[config.mk]
export PLATFORM = sky130hd
export DESIGN_NAME = ifu_axi_fetch
export DESIGN_NICKNAME = d
export VERILOG_FILES = /design/src/rtl/ifu_axi_fetch.sv
export SDC_FILE = /design/constraint.sdc
export NUM_CORES = 1
export LEC_CHECK = 0
export BUFFER_PORTS_ARGS = -buffer_cell sky130_fd_sc_hd__buf_2
export CAP_MARGIN = 20
export CORE_MARGIN = 1
export CORE_UTILIZATION = 55
export CTS_BUF_LIST = sky130_fd_sc_hd__clkbuf_4
export DETAILED_ROUTE_END_ITERATION = 7
export GPL_TIMING_DRIVEN = 1
export PLACE_DENSITY = 0.88
export SETUP_SLACK_MARGIN = 0.3
export SYNTH_ARGS = -nofsm -noshare
export SYNTH_HDL_FRONTEND = slang
export SYNTH_SLANG_ARGS = --single-unit
[constraint.sdc]
create_clock -name clk -period 2.32 [get_ports clk]
set_input_delay 0.116 -clock clk [delete_from_list [all_inputs] [get_ports clk]]
set_output_delay 0.116 -clock clk [all_outputs]
set_load 0.005 [all_outputs]
[src/rtl/ifu_axi_fetch.sv]
// rtl/ifu_axi_fetch.sv - instruction-fetch AXI4 single-beat read master
//
// Owns the PC and issues one 32-bit read per instruction. Each fetched word
// is handed to the IDU over a valid/ready handshake. Redirects may arrive at
// any time; a read already on the bus always completes and its data is
// dropped.
//
// Optional feature macro: IFU_MISALIGN_CHECK_EN
//   defined   - a fetch address with [1:0]!=0 is never issued; an error
//               instruction (inst=0, inst_err=1) is presented instead.
//   undefined - the address is issued unchanged.
//
// Ports:
//   clk, rst_n                      clock, async active-low reset
//   redirect_valid, redirect_pc     redirect pulse and new fetch PC
//   inst_valid/inst_ready           IDU handshake
//   inst, inst_pc, inst_err         fetched word, its PC, bus/alignment error
//   arvalid/arready, araddr, arid,
//   arlen, arsize, arburst          AXI read-address channel
//   rvalid/rready, rdata, rresp,
//   rlast, rid                      AXI read-data channel (rlast/rid ignored)

module ifu_axi_fetch #(
  parameter logic [31:0] RESET_PC = 32'h3000_0000,
  parameter logic [3:0]  AXI_ID   = 4'd0
) (
  input  logic        clk,
  input  logic        rst_n,
  input  logic        redirect_valid,
  input  logic [31:0] redirect_pc,
  output logic        inst_valid,
  input  logic        inst_ready,
  output logic [31:0] inst,
  output logic [31:0] inst_pc,
  output logic        inst_err,
  output logic        arvalid,
  input  logic        arready,
  output logic [31:0] araddr,
  output logic [3:0]  arid,
  output logic [7:0]  arlen,
  output logic [2:0]  arsize,
  output logic [1:0]  arburst,
  input  logic        rvalid,
  output logic        rready,
  input  logic [31:0] rdata,
  input  logic [1:0]  rresp,
  input  logic        rlast,
  input  logic [3:0]  rid
);

  typedef enum logic [1:0] {S_IDLE, S_AR, S_R, S_HOLD} state_t;

  state_t      r_state, w_state_nxt;
  logic [31:0] r_pc, w_pc_nxt;
  logic [31:0] r_ar_addr, w_ar_addr_nxt;
  logic        r_discard, w_discard_nxt;
  logic [31:0] r_inst, w_inst_nxt;
  logic [31:0] r_inst_pc, w_inst_pc_nxt;
  logic        r_inst_err, w_inst_err_nxt;

  // Start a new fetch at w_fetch_addr this cycle.
  logic        w_fetch;
  logic [31:0] w_fetch_addr;

  logic        w_unused;
  assign w_unused = ^{rlast, rid, rresp[0]};

  always_ff @(posedge clk or negedge rst_n) begin
    if (!rst_n) begin
      r_state    <= S_IDLE;
      r_pc       <= RESET_PC;
      r_ar_addr  <= RESET_PC;
      r_discard  <= 1'b0;
      r_inst     <= 32'd0;
      r_inst_pc  <= RESET_PC;
      r_inst_err <= 1'b0;
    end else begin
      r_state    <= w_state_nxt;
      r_pc       <= w_pc_nxt;
      r_ar_addr  <= w_ar_addr_nxt;
      r_discard  <= w_discard_nxt;
      r_inst     <= w_inst_nxt;
      r_inst_pc  <= w_inst_pc_nxt;
      r_inst_err <= w_inst_err_nxt;
    end
  end

  always_comb begin
    w_state_nxt    = r_state;
    w_pc_nxt       = r_pc;
    w_ar_addr_nxt  = r_ar_addr;
    w_discard_nxt  = r_discard;
    w_inst_nxt     = r_inst;
    w_inst_pc_nxt  = r_inst_pc;
    w_inst_err_nxt = r_inst_err;
    w_fetch        = 1'b0;
    w_fetch_addr   = r_pc;

    case (r_state)
      S_IDLE: begin
        w_fetch      = 1'b1;
        w_fetch_addr = redirect_valid ? redirect_pc : r_pc;
      end
      S_AR: begin
        // Address must stay stable on the bus; remember to drop the data.
        if (redirect_valid) w_discard_nxt = 1'b1;
        if (arready) w_state_nxt = S_R;
      end
      S_R: begin
        if (rvalid) begin
          if (r_discard) begin
            // pc already holds the redirect target (or a newer one).
            w_discard_nxt = 1'b0;
            w_fetch       = 1'b1;
            w_fetch_addr  = redirect_valid ? redirect_pc : r_pc;
          end else if (redirect_valid) begin
            w_fetch      = 1'b1;
            w_fetch_addr = redirect_pc;
          end else begin
            w_inst_nxt     = rdata;
            w_inst_pc_nxt  = r_ar_addr;
            w_inst_err_nxt = rresp[1];
            w_state_nxt    = S_HOLD;
          end
        end else if (redirect_valid) begin
          w_discard_nxt = 1'b1;
        end
      end
      S_HOLD: begin
        if (redirect_valid) begin
          w_fetch      = 1'b1;
          w_fetch_addr = redirect_pc;
        end else if (inst_ready) begin
          w_pc_nxt     = r_pc + 32'd4;
          w_fetch      = 1'b1;
          w_fetch_addr = r_pc + 32'd4;
        end
      end
      default: w_state_nxt = S_IDLE;
    endcase

    if (redirect_valid) w_pc_nxt = redirect_pc;

    if (w_fetch) begin
      w_ar_addr_nxt = w_fetch_addr;
`ifdef IFU_MISALIGN_CHECK_EN
      if (w_fetch_addr[1:0] != 2'b00) begin
        w_state_nxt    = S_HOLD;
        w_inst_nxt     = 32'd0;
        w_inst_err_nxt = 1'b1;
        w_inst_pc_nxt  = w_fetch_addr;
      end else begin
        w_state_nxt = S_AR;
      end
`else
      w_state_nxt = S_AR;
`endif
    end
  end

  assign arvalid    = (r_state == S_AR);
  assign rready     = (r_state == S_R);
  assign inst_valid = (r_state == S_HOLD);
  assign araddr     = r_ar_addr;
  assign arid       = AXI_ID;
  assign arlen      = 8'd0;
  assign arsize     = 3'b010;
  assign arburst    = 2'b01;
  assign inst       = r_inst;
  assign inst_pc    = r_inst_pc;
  assign inst_err   = r_inst_err;

endmodule

==> results of run 1 <==
-- power by group through the flow --
stage / clock network, uW / registers (uW) / logic (uW)
after global routing: 2030 / 3870 / 6210
after detailed placement: 0 / 3750 / 4400
after floorplan: 0 / 3680 / 2570
after CTS: 1910 / 3690 / 4670
after global placement: 0 / 3700 / 4280
final: 1910 / 3770 / 5820
-- logic make-up after synthesis --
kind of cell    after synthesis  share of synthesized area
simple gates                218                      0.160
compound gates              168                      0.168
flops                       132                      0.458
buf+inv                      83                     0.0559
mux                          78                      0.120
xor+xnor                     24                     0.0291
fa+ha+maj                     5                    0.00865
other cells                   2                    0.00104
-- layer usage --
metal	global-route usage	share of wire	wire (microns)	vias up
met5	0	0	0	-
met4	0.138	0.034	812	0
met3	0.0633	0.11	2540	102
met2	0.514	0.48	11500	541
met1	0.410	0.38	9200	3490
li1	-	-	-	3154
-- final timing paths --
check                               startpoint  slack, ns  cells after the start     endpoint
worst max register to register      r_state[0]       0.13                      8   araddr[31]
worst max-delay path                r_state[0]       0.13                      8   araddr[31]
worst min-delay path            redirect_valid       0.06                      3   r_state[1]
min in group asynchronous                rst_n       0.11                      2  inst_pc[18]
max in group asynchronous                rst_n       1.41                      3      inst[8]
worst min register to register        inst[22]       0.51                      1     inst[22]
-- worst reg2reg max path, stage by stage, from the launching register on --
cell and delay, ns:
dfrtp_1 0.45, buf_6 0.15, ha_4 0.17, nor3_4 0.29
a31oi_4 0.12, buf_12 0.21, a221oi_2 0.31, o21ai_1 0.09
or3_1 0.30
-- timing repair --
item | in CTS | in global routing
endpoints found under the hold margin | 183 | 0
endpoints found under the setup margin | 31 | 54
gates cloned | 0 | 5
pin swaps | 3 | 13
setup buffers | 7 | 24
gates resized for setup | 15 | 57
hold buffers | 69 | 0
-- synth_stat cells (all sizes together) (4+ instances only) --
library cell	n
or3	6
xnor2	8
a22oi	4
mux2i	7
a31o	5
mux2	71
a221oi	19
nor4	7
o21ai	19
nand2	40
a31oi	6
a211oi	4
buf	42
and2	6
nand3	23
a21oi	28
o21a	9
o2111ai	5
nor2	54
and3	5
ha	5
xor2	16
clkbuf	29
o211ai	7
dfstp	6
and4	6
o22ai	9
nand4	24
a21boi	14
o31a	5
nor3	9
inv	11
nand2b	27
o31ai	5
dfrtp	126
-- state kept, by name (all words and copies together), names as in the netlist --
register and count:
r_pc 32, inst_err 1, r_state 2, inst 32, inst_pc 32, r_discard 1
araddr 32
-- through the flow --
stage / hold WS [ns] / std cells / utilization / total power (uW)
5_1_grt: 0.0324 / 1171 / 0.792 / 12100
3_3_place_gp: 0.145 / 1034 / 0.660 / 7980
4_1_cts: 0.0234 / 1142 / 0.751 / 10300
3_5_place_dp: 0.148 / 1034 / 0.660 / 8150
6_report: 0.0632 / 1171 / 0.792 / 11500
2_1_floorplan: -0.180 / 725 / - / 6250
-- layout make-up --
| class | instances | area (sq um) |
|---|---|---|
| flip-flops and latches | 132 | 3320 |
| clock inverters | 15 | 230 |
| multi-input cells | 510 | 3810 |
| inverters | 12 | 47.5 |
| fillers | 778 | 2640 |
| well taps | 172 | 215 |
| repair buffers | 313 | 2320 |
| clock buffers | 17 | 128 |
==> impl_metrics.env, run 1 <==
export IMPL_outcome="finished clean"
export IMPL_hold_path_class="in -> reg"
export IMPL_period_needed_ns=2.19
export IMPL_power_share_clock=0.166
export IMPL_cts_tree="done"
export IMPL_synth_cells=710
export IMPL_p_leak_uw=0.00463
export IMPL_netlist_top_cells_area="dfrtp_1 44%, mux2_2 11%, nor2_1 2.8%"
export IMPL_p_int_uw=6950
export IMPL_p_switching_uw=4550
export IMPL_avgSynthCellArea_sq_um=10.2
export IMPL_dieArea_sq_mm=0.0136
export IMPL_tightest_slew_ns=0.625
export IMPL_crit_required_ns=2.78
export IMPL_yosys_most_used_dff="dfrtp_1"
export IMPL_pin_count=194
export IMPL_worstPathMaxFanout=5
export IMPL_grt_pass1_wl_microns=32800
export IMPL_crit_type="reg -> reg"
export IMPL_seqPwrFrac=0.328
export IMPL_max_cap_violations=0
export IMPL_clock_sinks=132
export IMPL_design_area_sq_mm=0.0101
export IMPL_rsz0062_at_grt="true"
export IMPL_yosysTopAreaCell="dfrtp_1"
export IMPL_drv_slew=0
export IMPL_cp_num_buf_inv=2
export IMPL_die_h_microns=117
export IMPL_die_w_microns=117
export IMPL_vias_per_cell=6.22
export IMPL_fin_tns_setup_ns=0
export IMPL_ys_warn_count=0
export IMPL_worstSetupStartpointType="register"
export IMPL_routed_via_count=7287
export IMPL_final_common_cell="buf_2"
export IMPL_wl_per_cell_microns=20.5
export IMPL_slew_headroom=0.583
export IMPL_power_share_combinational=0.506
export IMPL_timing_fmax_mhz=456
export IMPL_worstPathArrival_ns=2.65
export IMPL_finalClockSkew_ns=0.0162
export IMPL_finalWorstSetupSlack_ns=0.128
export IMPL_drt_pass1_iterations=6
export IMPL_num_rows=41
export IMPL_post_route_period_util=0.945
export IMPL_cts_clk_slew_worst_paths_ns=0.12
export IMPL_ir_drop_mv=0.634
export IMPL_port_buffers=170
export IMPL_cp_end_kind="register"
export IMPL_async_flop_share=1.00
export IMPL_synth_top_area_frac=0.436
export IMPL_htreeDepth=4
export IMPL_synth_edff_count=0
export IMPL_overflow=0
export IMPL_cts_buffers=17
export IMPL_cp_slowest_cell="dfrtp_1"
export IMPL_syn_area_sq_mm=0.00723
export IMPL_antennaDiodeCount=0
export IMPL_final_cell_mix="169 x buf_2, 117 x dfrtp_1, 71 x mux2_2"
export IMPL_clk_latency_ns=0.57
export IMPL_cp_top_family="simple AND/OR/NAND/NOR gates"
export IMPL_crit_chain="buf_6, ha_4, nor3_4, a31oi_4, buf_12, a221oi_2, o21ai_1, or3_1"
export IMPL_drive_above_1_share=0.408
export IMPL_synth_seq_cells=132
export IMPL_swShare=0.395
export IMPL_slowest_delay_ns=0.45
export IMPL_power_density_mw_per_mm2=1140
export IMPL_start_util=0.568
export IMPL_wirelength_microns=24000
export IMPL_gr_usage_all_layers=0.316
export IMPL_drt_first_iter_violations=978
export IMPL_antenna_left=0
export IMPL_final_hold_viol_count=0
export IMPL_drcViolationCount=0
export IMPL_area_growth_pct=39.4
export IMPL_ys_seq_area_frac=0.458
export IMPL_final_nets=1068
export IMPL_setup_viol=0
export IMPL_dp_final_hpwl_microns=12900
export IMPL_grt_max_degree=65
export IMPL_first_global_vias=6449
export IMPL_antenna_found_initial=0
export IMPL_place_area_sq_mm=0.00839
export IMPL_pre_cts_slack_ns=0.155
export IMPL_synth_distinct_cells=69
export IMPL_core_sq_mm=0.0127
export IMPL_place_congestion=0.918
export IMPL_clockBufferDepth=2
export IMPL_cts_root_buf="clkbuf_4"
Power figures use the tool's default switching activity.
==> run 2: changes to the inputs <==
BUFFER_PORTS_ARGS = unset   (was -buffer_cell sky130_fd_sc_hd__buf_2)
CORE_UTILIZATION = 60   (was 55)
DONT_BUFFER_PORTS = 1   (was unset)
PLACE_DENSITY = 0.81   (was 0.88)
==> run 2 against run 1 <==
The run now ends with DRC, hold timing left. Critical endpoint unchanged. Sequential cell count stayed put. Non-clock buffer count fell by 185. Sequential power is 5% higher. Clock power shrank 12%. Via count shrank 13%. Die area is 8.2% lower. Clock skew increased by 0.0019 ns. Setup slack gained 0.085 ns. Largest power group unchanged. Clock-buffer cell count is the same.
==> impl_metrics.env, run 2 (same netlist as run 1, synthesis figures left out) <==
export IMPL_outcome="finished with violations"
export IMPL_violations="DRC, hold timing"
export IMPL_dieArea_sq_mm=0.0125
export IMPL_drt_first_iter_violations=635
export IMPL_final_nets=883
export IMPL_vias_per_cell=6.63
export IMPL_cts_buffers=17
export IMPL_finalWorstSetupSlack_ns=0.213
export IMPL_drcViolationCount=22
export IMPL_overflow=0
export IMPL_final_hold_viol_count=132
export IMPL_antenna_found_initial=0
export IMPL_crit_chain="buf_4, ha_2, o21a_1, o31a_1, nor2_1, o21ai_0, or3_1"
export IMPL_cp_num_buf_inv=1
export IMPL_ir_drop_mv=0.716
export IMPL_worstPathMaxFanout=3
export IMPL_worstPathArrival_ns=2.54
export IMPL_place_congestion=0.921
export IMPL_grt_pass1_wl_microns=31700
export IMPL_power_share_clock=0.169
export IMPL_cp_slowest_cell="dfrtp_1"
export IMPL_final_cell_mix="119 x dfrtp_1, 74 x dlygate4sd3_1, 71 x mux2_2"
export IMPL_antenna_left=0
export IMPL_num_rows=39
export IMPL_wirelength_microns=20700
export IMPL_hold_path_class="in -> async"
export IMPL_worstSetupStartpointType="register"
export IMPL_finish_utilization=0.769
export IMPL_hold_ws_ns=-0.760
export IMPL_drv_slew=0
export IMPL_cts_root_buf="clkbuf_4"
export IMPL_first_global_vias=6203
export IMPL_pin_count=194
export IMPL_crit_required_ns=2.75
export IMPL_clockBufferDepth=2
export IMPL_power_density_mw_per_mm2=1120
export IMPL_port_buffers=0
export IMPL_gr_usage_all_layers=0.324
export IMPL_die_w_microns=112
export IMPL_power_share_combinational=0.433
export IMPL_cp_top_family="compound AO/OA/AOI/OAI gates"
export IMPL_wl_per_cell_microns=21.6
export IMPL_core_sq_mm=0.0116
export IMPL_dp_final_hpwl_microns=12300
export IMPL_grt_max_degree=133
export IMPL_finalClockSkew_ns=0.0181
export IMPL_period_needed_ns=2.11
export IMPL_slowest_delay_ns=0.43
export IMPL_antennaDiodeCount=0
export IMPL_rsz0062_at_grt="true"
export IMPL_htreeDepth=4
export IMPL_die_h_microns=112
export IMPL_crit_type="reg -> reg"
export IMPL_drt_pass1_iterations=7
export IMPL_max_cap_violations=0
export IMPL_routed_via_count=6344
export IMPL_pre_cts_slack_ns=0.0929
export IMPL_cts_tree="done"
export IMPL_setup_viol=0
export IMPL_clk_latency_ns=0.56
export IMPL_p_int_uw=5920
export IMPL_fin_tns_setup_ns=0
export IMPL_post_route_period_util=0.908
export IMPL_drive_above_1_share=0.253
export IMPL_start_util=0.625
export IMPL_timing_fmax_mhz=475
export IMPL_swShare=0.406
export IMPL_p_switching_uw=4060
export IMPL_power_total_uw=9980
export IMPL_area_growth_pct=23.0
export IMPL_clock_sinks=132
export IMPL_cts_clk_slew_worst_paths_ns=0.12
export IMPL_seqPwrFrac=0.397
export IMPL_cp_end_kind="register"
export IMPL_p_leak_uw=0.00371
export IMPL_holdBufCountCts=75
export IMPL_final_common_cell="dfrtp_1"
run 2: changes by cell type in the layout (fill, tap and decap cells not counted), moves of 6 or more:
cell / previous run / this run
a221oi_2: 6 / 0
a221oi_1: 13 / 19
buf_4: 49 / 38
buf_6: 14 / 6
buf_2: 169 / 1
run 2: final cells by class:
cell class	count	area, sq um
multi-input cells	510	3750
repair buffers	128	1290
fillers	727	2670
inverters	12	45.0
clock buffers	17	128
well taps	143	179
clock inverters	15	180
flip-flops and latches	132	3320
run 2: metal layers:
| layer | vias up | track usage | wire length [microns] |
|---|---|---|---|
| li1 | 2782 | - | - |
| met3 | 64 | 0.0800 | 1980 |
| met2 | 395 | 0.531 | 10000 |
| met1 | 3103 | 0.405 | 8100 |
| met5 | - | 0 | 0 |
| met4 | 0 | 0.148 | 602 |
run 2: power groups by stage:
stage,clock (uW),sequential (uW),combinational (uW)
finish,1690,3960,4320
global route,1820,4060,4610
CTS,1720,3930,3840
detailed placement,0,3990,3440
global placement,0,3930,3330
floorplan,0,3680,2570
run 2: per-stage QoR:
stage	cells	area (sq um)	hold slack, ns
floorplan	725	7340	-0.180
finish	957	8890	-0.760
global route	957	8890	-0.823
CTS	943	8660	-0.807
detailed placement	829	7440	-0.177
global placement	829	7440	-0.176
run 2: worst paths after layout:
kind	from	to	slack, ns	depth (start not counted)
min	rst_n	r_discard	-0.76	0
max	r_state[0]	araddr[31]	0.21	7
max reg2reg	r_state[0]	araddr[31]	0.21	7
max in group asynchronous	rst_n	r_pc[5]	2.86	0
min in group clk	redirect_valid	araddr[21]	0.04	5
min reg2reg	araddr[25]	araddr[25]	0.54	2
run 2: worst reg2reg max path: stages, from the launching register on:
cell	delay (ns)
dfrtp_1	0.43
buf_4	0.15
ha_2	0.20
o21a_1	0.17
o31a_1	0.39
nor2_1	0.14
o21ai_0	0.13
or3_1	0.38
run 2: what timing repair did:
| item | 4_1_cts | 5_1_grt |
|---|---|---|
| hold endpoints to repair | 231 | 132 |
| buffers inserted | 7 | 11 |
| endpoints found under the setup margin | 92 | 95 |
| gates cloned | 0 | 3 |
| pin swaps | 4 | 11 |
| resized for setup | 19 | 22 |
==> run 3: changes to the inputs <==
CORE_UTILIZATION = 45   (was 60)
PLACE_DENSITY = 0.65   (was 0.81)
==> run 3 against run 2 <==
The flow finishes with violations (hold timing). Sequential share of layout area is 1.8 points lower. Clock power decreased by 17%. Routed wire length rose by 9.6%. Power is 2.9% lower.
==> impl_metrics.env, run 3 (same netlist as run 1, synthesis figures left out) <==
export IMPL_die_h_microns=129
export IMPL_worstSetupStartpointType="register"
export IMPL_post_route_period_util=0.898
export IMPL_final_nets=917
export IMPL_setup_viol=0
export IMPL_dieArea_sq_mm=0.0166
export IMPL_num_rows=45
export IMPL_port_buffers=0
export IMPL_hold_path_class="in -> async"
export IMPL_register_area_sq_mm=0.00332
export IMPL_grt_pass1_wl_microns=33900
export IMPL_antennaDiodeCount=0
export IMPL_cts_root_buf="clkbuf_4"
export IMPL_power_share_combinational=0.445
export IMPL_reg2regPathDepth=7
export IMPL_worstPathMaxFanout=6
export IMPL_first_global_vias=6615
export IMPL_dp_final_hpwl_microns=13100
export IMPL_drive_above_1_share=0.259
export IMPL_outcome="finished with violations"
export IMPL_seqPwrFrac=0.410
export IMPL_power_density_mw_per_mm2=1040
export IMPL_wirelength_microns=22700
export IMPL_p_switching_uw=3980
export IMPL_multiInputGateArea_sq_mm=0.00378
export IMPL_antenna_left=0
export IMPL_gr_usage_all_layers=0.267
export IMPL_p_int_uw=5710
export IMPL_power_total_uw=9690
export IMPL_r2r_slack_ns=0.24
export IMPL_vias_per_cell=6.09
export IMPL_die_w_microns=129
export IMPL_fin_tns_setup_ns=0
export IMPL_worstPathArrival_ns=2.51
export IMPL_violations="hold timing"
export IMPL_overflow=0
export IMPL_period_needed_ns=2.08
export IMPL_wl_per_cell_microns=21.4
export IMPL_crit_required_ns=2.75
export IMPL_rsz0062_at_grt="true"
export IMPL_htreeDepth=4
export IMPL_drt_pass1_iterations=5
export IMPL_clockBufferDepth=2
export IMPL_swShare=0.411
export IMPL_drv_slew=0
export IMPL_drcViolationCount=0
export IMPL_hold_ws_ns=-0.738
export IMPL_cp_end_kind="register"
export IMPL_pin_count=194
export IMPL_fillCellCount=1252
export IMPL_finish_utilization=0.607
export IMPL_drt_first_iter_violations=404
export IMPL_ir_drop_mv=0.594
export IMPL_routed_via_count=6448
export IMPL_clk_latency_ns=0.55
export IMPL_timing_fmax_mhz=480
export IMPL_cts_tree="done"
export IMPL_final_cell_mix="115 x dfrtp_1, 98 x dlygate4sd3_1, 71 x mux2_2"
export IMPL_start_util=0.469
export IMPL_antenna_found_initial=0
export IMPL_clock_sinks=132
export IMPL_cts_clk_slew_worst_paths_ns=0.11
export IMPL_final_common_cell="dfrtp_1"
export IMPL_place_congestion=0.845
export IMPL_cts_buffers=17
export IMPL_area_growth_pct=29.4
export IMPL_grt_max_degree=133
export IMPL_final_hold_viol_count=132
export IMPL_power_share_clock=0.145
export IMPL_finalClockSkew_ns=0.0181
export IMPL_p_leak_uw=0.00387
export IMPL_core_sq_mm=0.0154
export IMPL_max_cap_violations=0
export IMPL_crit_type="reg -> reg"
==> run 3: worst paths after layout <==
kind                                  from          to
worst min register to register    inst[14]    inst[14]
worst max register to register  r_state[1]  araddr[31]
worst min-delay path                 rst_n  r_state[0]
max in group asynchronous            rst_n  araddr[28]
min in group clk                inst_ready    r_pc[10]
worst max-delay path            r_state[1]  araddr[31]
==> run 3: through the flow <==
step                setup WS [ns]  instance area, sq um  cells
CTS                         0.274                  9070   1047
global placement            0.217                  7550    897
global route                0.127                  9360   1059
floorplan                   0.325                  7340    725
detailed placement          0.161                  7550    897
finish                      0.237                  9360   1059
==> run 3: area by class of cell <==
cell class              count  area share
clock buffers              17      0.0136
clock inverters            15      0.0124
inverters                  12     0.00481
multi-input cells         510       0.404
flip-flops and latches    132       0.355
well taps                 211      0.0282
repair buffers            162       0.181
==> run 3: power by group through the flow <==
stage                     registers [uW]  logic [uW]  clock network [uW]
after floorplan                     3680        2570                   0
after global placement              3970        3410                   0
after detailed placement            4010        3500                   0
after CTS                           3960        3930                1450
after global routing                4090        4680                1540
final                               3970        4320                1400
==> run 3: timing repair <==
action / CTS / global route
endpoints found under the hold margin: 231 / 134
resized for setup: 18 / 34
buffers inserted: 16 / 8
gates cloned: 3 / 4
pin swaps: 9 / 10
endpoints found under the setup margin: 79 / 108
hold buffers: 99 / 1
==> run 3: metal layers <==
layer  share of wire  routed length (microns)  GRT usage
met4           0.025                      567      0.136
met2            0.48                    10900      0.445
met3           0.091                     2060     0.0773
met1            0.40                     9150      0.313
met5               0                        0          0
==> run 3: critical path, stage by stage (launching register included) <==
cell	delay (ns)
dfrtp_1	0.43
buf_4	0.16
ha_4	0.19
o211a_4	0.18
o311a_4	0.37
nor4bb_1	0.15
and3_1	0.16
or3_1	0.33
